File: src/rtl/max_bus_sched.sv
// Cycle scheduler for the MAX shared bus: phi half-cycles, VIC/CPU enable strobes and the BA/AEC steal handshake.
// Optional steal watchdog enabled by defining MAX_BUS_WATCHDOG_EN.
module max_bus_sched #(
  parameter int HALF      = 4,
  parameter int BA_LEAD   = 3,
  parameter int MAX_STEAL = 43
) (
  input  logic clk_cpu,
  input  logic reset,
  input  logic vic_req,
  output logic phi,
  output logic vic_en,
  output logic cpu_en,
  output logic ba,
  output logic aec,
  output logic ram_sel,
  output logic steal_err
);

  localparam int HC_W = (HALF > 1) ? $clog2(HALF) : 1;
  localparam logic [HC_W-1:0] HC_LAST = HC_W'(HALF - 1);
  localparam logic [2:0] LEAD_LAST = 3'(BA_LEAD - 1);

  typedef enum logic [1:0] {
    IDLE    = 2'd0,
    BA_WAIT = 2'd1,
    VIC_OWN = 2'd2
  } state_t;

  state_t          state, state_nxt;
  logic [HC_W-1:0] hc;
  logic [2:0]      lead, lead_nxt;
  logic            hc_last;

`ifdef MAX_BUS_WATCHDOG_EN
  localparam int ST_W = $clog2(MAX_STEAL + 1);
  localparam logic [ST_W-1:0] STEAL_LAST = ST_W'(MAX_STEAL - 1);
  logic [ST_W-1:0] steal, steal_nxt;
  logic            err_q, err_nxt;
`endif

  // Strobes and bus selects decode registered state only, so they are glitch-free per clock.
  assign hc_last = (hc == HC_LAST);
  assign vic_en  = ~phi & hc_last;
  assign cpu_en  = phi & hc_last & aec;
  assign ba      = (state == IDLE);
  assign aec     = (state != VIC_OWN);
  assign ram_sel = ~phi | ~aec;

  always_ff @(posedge clk_cpu) begin
    // NOTE: sequential state uses non-blocking assignments so every register samples pre-edge values.
    if (reset) begin
      hc  <= '0;
      phi <= 1'b0;
    end else if (hc_last) begin
      hc  <= '0;
      phi <= ~phi;
    end else begin
      hc  <= hc + HC_W'(1);
    end
  end

  always_comb begin
    // NOTE: every output of this block gets a default first, so no path can infer a latch.
    state_nxt = state;
    lead_nxt  = lead;
`ifdef MAX_BUS_WATCHDOG_EN
    steal_nxt = steal;
    err_nxt   = err_q;
`endif
    unique case (state)
      IDLE: begin
        if (vic_en && vic_req) begin
          state_nxt = BA_WAIT;
          lead_nxt  = '0;
        end
      end
      BA_WAIT: begin
        if (vic_en && !vic_req) begin
          state_nxt = IDLE;
          lead_nxt  = '0;
        end else if (cpu_en) begin
          if (lead == LEAD_LAST) begin
            state_nxt = VIC_OWN;
            lead_nxt  = '0;
          end else begin
            lead_nxt  = lead + 3'd1;
          end
        end
      end
      VIC_OWN: begin
        if (vic_en) begin
          if (!vic_req) begin
            state_nxt = IDLE;
          end
`ifdef MAX_BUS_WATCHDOG_EN
          // Forced release hands the CPU at least one full cycle before BA can fall again.
          else if (steal == STEAL_LAST) begin
            state_nxt = IDLE;
            err_nxt   = 1'b1;
          end else begin
            steal_nxt = steal + ST_W'(1);
          end
`endif
        end
      end
      default: state_nxt = IDLE;
    endcase
`ifdef MAX_BUS_WATCHDOG_EN
    if (state_nxt == IDLE) steal_nxt = '0;
`endif
  end

  always_ff @(posedge clk_cpu) begin
    if (reset) begin
      state <= IDLE;
      lead  <= '0;
    end else begin
      state <= state_nxt;
      lead  <= lead_nxt;
    end
  end

`ifdef MAX_BUS_WATCHDOG_EN
  always_ff @(posedge clk_cpu) begin
    if (reset) begin
      steal <= '0;
      err_q <= 1'b0;
    end else begin
      steal <= steal_nxt;
      err_q <= err_nxt;
    end
  end

  assign steal_err = err_q;
`else
  assign steal_err = 1'b0;
`endif

endmodule

File: config.mk
export PLATFORM = sky130hd
export DESIGN_NAME = max_bus_sched
export DESIGN_NICKNAME = d
export VERILOG_FILES = /design/src/rtl/max_bus_sched.sv
export SDC_FILE = /design/constraint.sdc
export NUM_CORES = 1
export LEC_CHECK = 0
export BUFFER_PORTS_ARGS = -buffer_cell sky130_fd_sc_hd__buf_2
export CAP_MARGIN = 20
export CORE_AREA = 2 2 39 41
export CTS_CLUSTER_SIZE = 28
export DETAILED_ROUTE_END_ITERATION = 12
export DIE_AREA = 0 0 41 43
export PLACE_DENSITY_LB_ADDON = 0.08
export SLEW_MARGIN = 20
export SYNTH_ARGS = -nofsm -noshare
export SYNTH_HDL_FRONTEND = slang
export SYNTH_SLANG_ARGS = --single-unit
export TNS_END_PERCENT = 10
File: constraint.sdc
create_clock -name clk_cpu -period 1.7 [get_ports clk_cpu]
set_input_delay 0.17 -clock clk_cpu [delete_from_list [all_inputs] [get_ports clk_cpu]]
set_output_delay 0.17 -clock clk_cpu [all_outputs]
set_load 0.01 [all_outputs]
==> reports/summary.txt <==
crit end category -> register
Worst R2R End -> lead[2]
I/O pin count -> 10
clock sink total -> 8
setup bufs post-CTS -> 0
Worst-path clk slew -> 0.06 ns
hold path endpoint -> hc[0]
die width -> 41 microns
status -> finished clean
r2r worst-path depth -> 5
fraction of layout cells with a size suffix above 1 -> 26.2%
placed inst area -> 499 sq um
P_leak -> 0.221 nW
number of synthesized register bits -> 8
Max Buffers Root-to-Sink -> 2
period utilisation layout -> 85.9%
Gate Count Post-Synth -> 52
htree depth -> 1
area grow syn2layout -> 13.6%
Die Ht -> 43 microns
Pins Over Slew Limit -> 0
Hold Path Class -> in2reg
register area share after synthesis -> 34.9%
largest net degree at the start of global routing -> 10
WL/cell -> 12.0 microns
Critical Path Source -> hc[0]
type of origin of the critical path -> register
Row Count -> 14
post_cts resized -> 0
Starting Density -> 33.2%
Final Skew -> 0.0108 ns
Post-Syn Area per Cell -> 8.83 sq um
post-route setup TNS -> 0 ns
global-route usage over all layers -> 13.6%
endpoints failing setup -> 0
Final Hold Fails -> 0
Post-Syn Area -> 459 sq um
Max-Cap Viols -> 0
critical path arrival -> 1.62 ns
pwr dens -> 797 nW/um^2
Crit Path Max Fanout -> 4
area leader, netlist -> dfxtp_1
Post-Syn Nets -> 56
final RePlAce weighted congestion -> 0.736
root buffer cell -> clkbuf_4
Routed Antenna Nets -> 0
CORE AREA -> 1380 sq um
vias post-DR -> 393
Vias/cell -> 5.10
antenna violations before repair -> 0
hold path startpoint -> reset
vias in the first global route -> 366
Synth Warn # -> 0
worst r2r src -> hc[0]
diode count -> 0
Layout Nets -> 67
RSZ-0062 raised after global routing -> false
gr ovfl total -> 0
placed wire-length estimate -> 719 microns
cts bufs inserted -> 3
top-area cell type share of the netlist area -> 34.9%
Die ar. -> 1760 sq um
CTS tree -> built
I/O Buffers -> 8
# hold bufs at CTS -> 0
post-route cell area -> 522 sq um
global-route wire length before repair -> 1.55 mm
initial drt markers -> 3
post-route minimum period -> 1.46 ns
largest cells by area after synthesis -> dfxtp_1 35%, nor3b_1 6.5%, buf_6 4.9%, nand3_1 4.4%, xnor2_1 3.8%
worst skew pair latency -> 0.26 ns
Unique masters post-synth -> 29
Worst VDD drop -> 0.000373 V
DR DRC count -> 0
Routed Wire Length -> 925 microns
drt first pass iters -> 4
CP Class -> reg2reg
CP required -> 1.86 ns
R2R Setup Slk -> 0.24 ns
hold path depth -> 2
FMAX -> 685 MHz
## metal layers
layer | up-vias | track usage, % | wire length (microns)
met5 | - | 0 | 0
met3 | 2 | 3.14 | 33
met4 | 0 | 10.0 | 14
met1 | 183 | 16.6 | 431
li1 | 200 | - | -
met2 | 8 | 19.7 | 446
## final cells by class
cell class,count,area [sq um]
timing repair buffer,10,55.1
multi-input combinational,39,260
fill,165,862
sequential,8,160
tap,16,20.0
inverter,1,3.75
clock buffer,3,22.5
## synthesized netlist by cell type
| master | number |
|---|---|
| dfxtp_1 | 8 |
| nand3_1 | 4 |
| nor3b_1 | 4 |
| nand2_1 | 3 |
| nor2_1 | 3 |
| and3_1 | 2 |
| buf_6 | 2 |
| nand2b_1 | 2 |
| nor2b_1 | 2 |
| o21ai_0 | 2 |
| xnor2_1 | 2 |
| a221oi_1 | 1 |
| and2b_1 | 1 |
| and2b_2 | 1 |
| and2b_4 | 1 |
| buf_2 | 1 |
| buf_4 | 1 |
| conb_1 | 1 |
| ha_1 | 1 |
| inv_1 | 1 |
| nand4_1 | 1 |
| nand4b_1 | 1 |
| nor2b_4 | 1 |
| nor3_1 | 1 |
| o22ai_1 | 1 |
| o311ai_0 | 1 |
| o31ai_1 | 1 |
| or3_1 | 1 |
| xor2_1 | 1 |
## cells by family after synthesis
kind of cell	Yosys count	share of synthesized area, %
AND/OR/NAND/NOR	28	38.4
adder cells (fa/ha/maj)	1	2.72
buffers and inverters	5	8.45
flip-flops	8	34.9
AO/OA/AOI/OAI	6	8.99
XOR/XNOR	3	5.72
other	1	0.817
## placed cells by master (no fill, tap or decap), drive strengths merged
cell type  count
nor3b          4
xor2           1
buf           10
and2b          3
nand4          1
clkbuf         3
o22ai          1
dfxtp          8
nor2           3
and3           2
inv            1
xnor2          2
a221oi         1
or3            1
o31ai          1
conb           1
o311ai         1
nand3          4
ha             1
o21ai          2
nor3           1
nor2b          3
nand2          3
nand4b         1
nand2b         2
## registers in the layout, indices dropped and copies added, names as in the netlist
signal and count:
hc 2, lead 3, phi 1, state 2
## critical path, stage by stage (launching register included)
cell	delay [ns]
dfxtp_1	0.33
ha_1	0.20
and2b_4	0.17
nand3_1	0.08
or3_1	0.31
a221oi_1	0.27
## worst max path at each step
stage / end / slack, ns / cells past startpoint
floorplan: lead[2] / 0.23 / 6
global placement: lead[2] / 0.28 / 5
detailed placement: lead[2] / 0.26 / 5
CTS: lead[2] / 0.24 / 5
global route: lead[2] / 0.13 / 5
finish: lead[2] / 0.24 / 5
## metrics by stage
| stage | std cells | hold slack, ns | util, % | total power, mW | setup slack, ns |
|---|---|---|---|---|---|
| floorplan | 52 | 0.300 | - | 0.256 | 0.232 |
| global placement | 74 | 0.410 | 36.1 | 0.270 | 0.285 |
| detailed placement | 74 | 0.422 | 36.1 | 0.270 | 0.263 |
| CTS | 77 | 0.186 | 37.7 | 0.420 | 0.236 |
| global route | 77 | 0.199 | 37.7 | 0.438 | 0.126 |
| finish | 77 | 0.184 | 37.7 | 0.416 | 0.241 |
## report_power, final
part	total, mW	switching (mW)	internal, mW
Sequential	0.205	0.00798	0.197
Combinational	0.0598	0.0289	0.0310
Clock	0.151	0.0699	0.0812
Note: power is estimated with default switching activity, not from simulation.
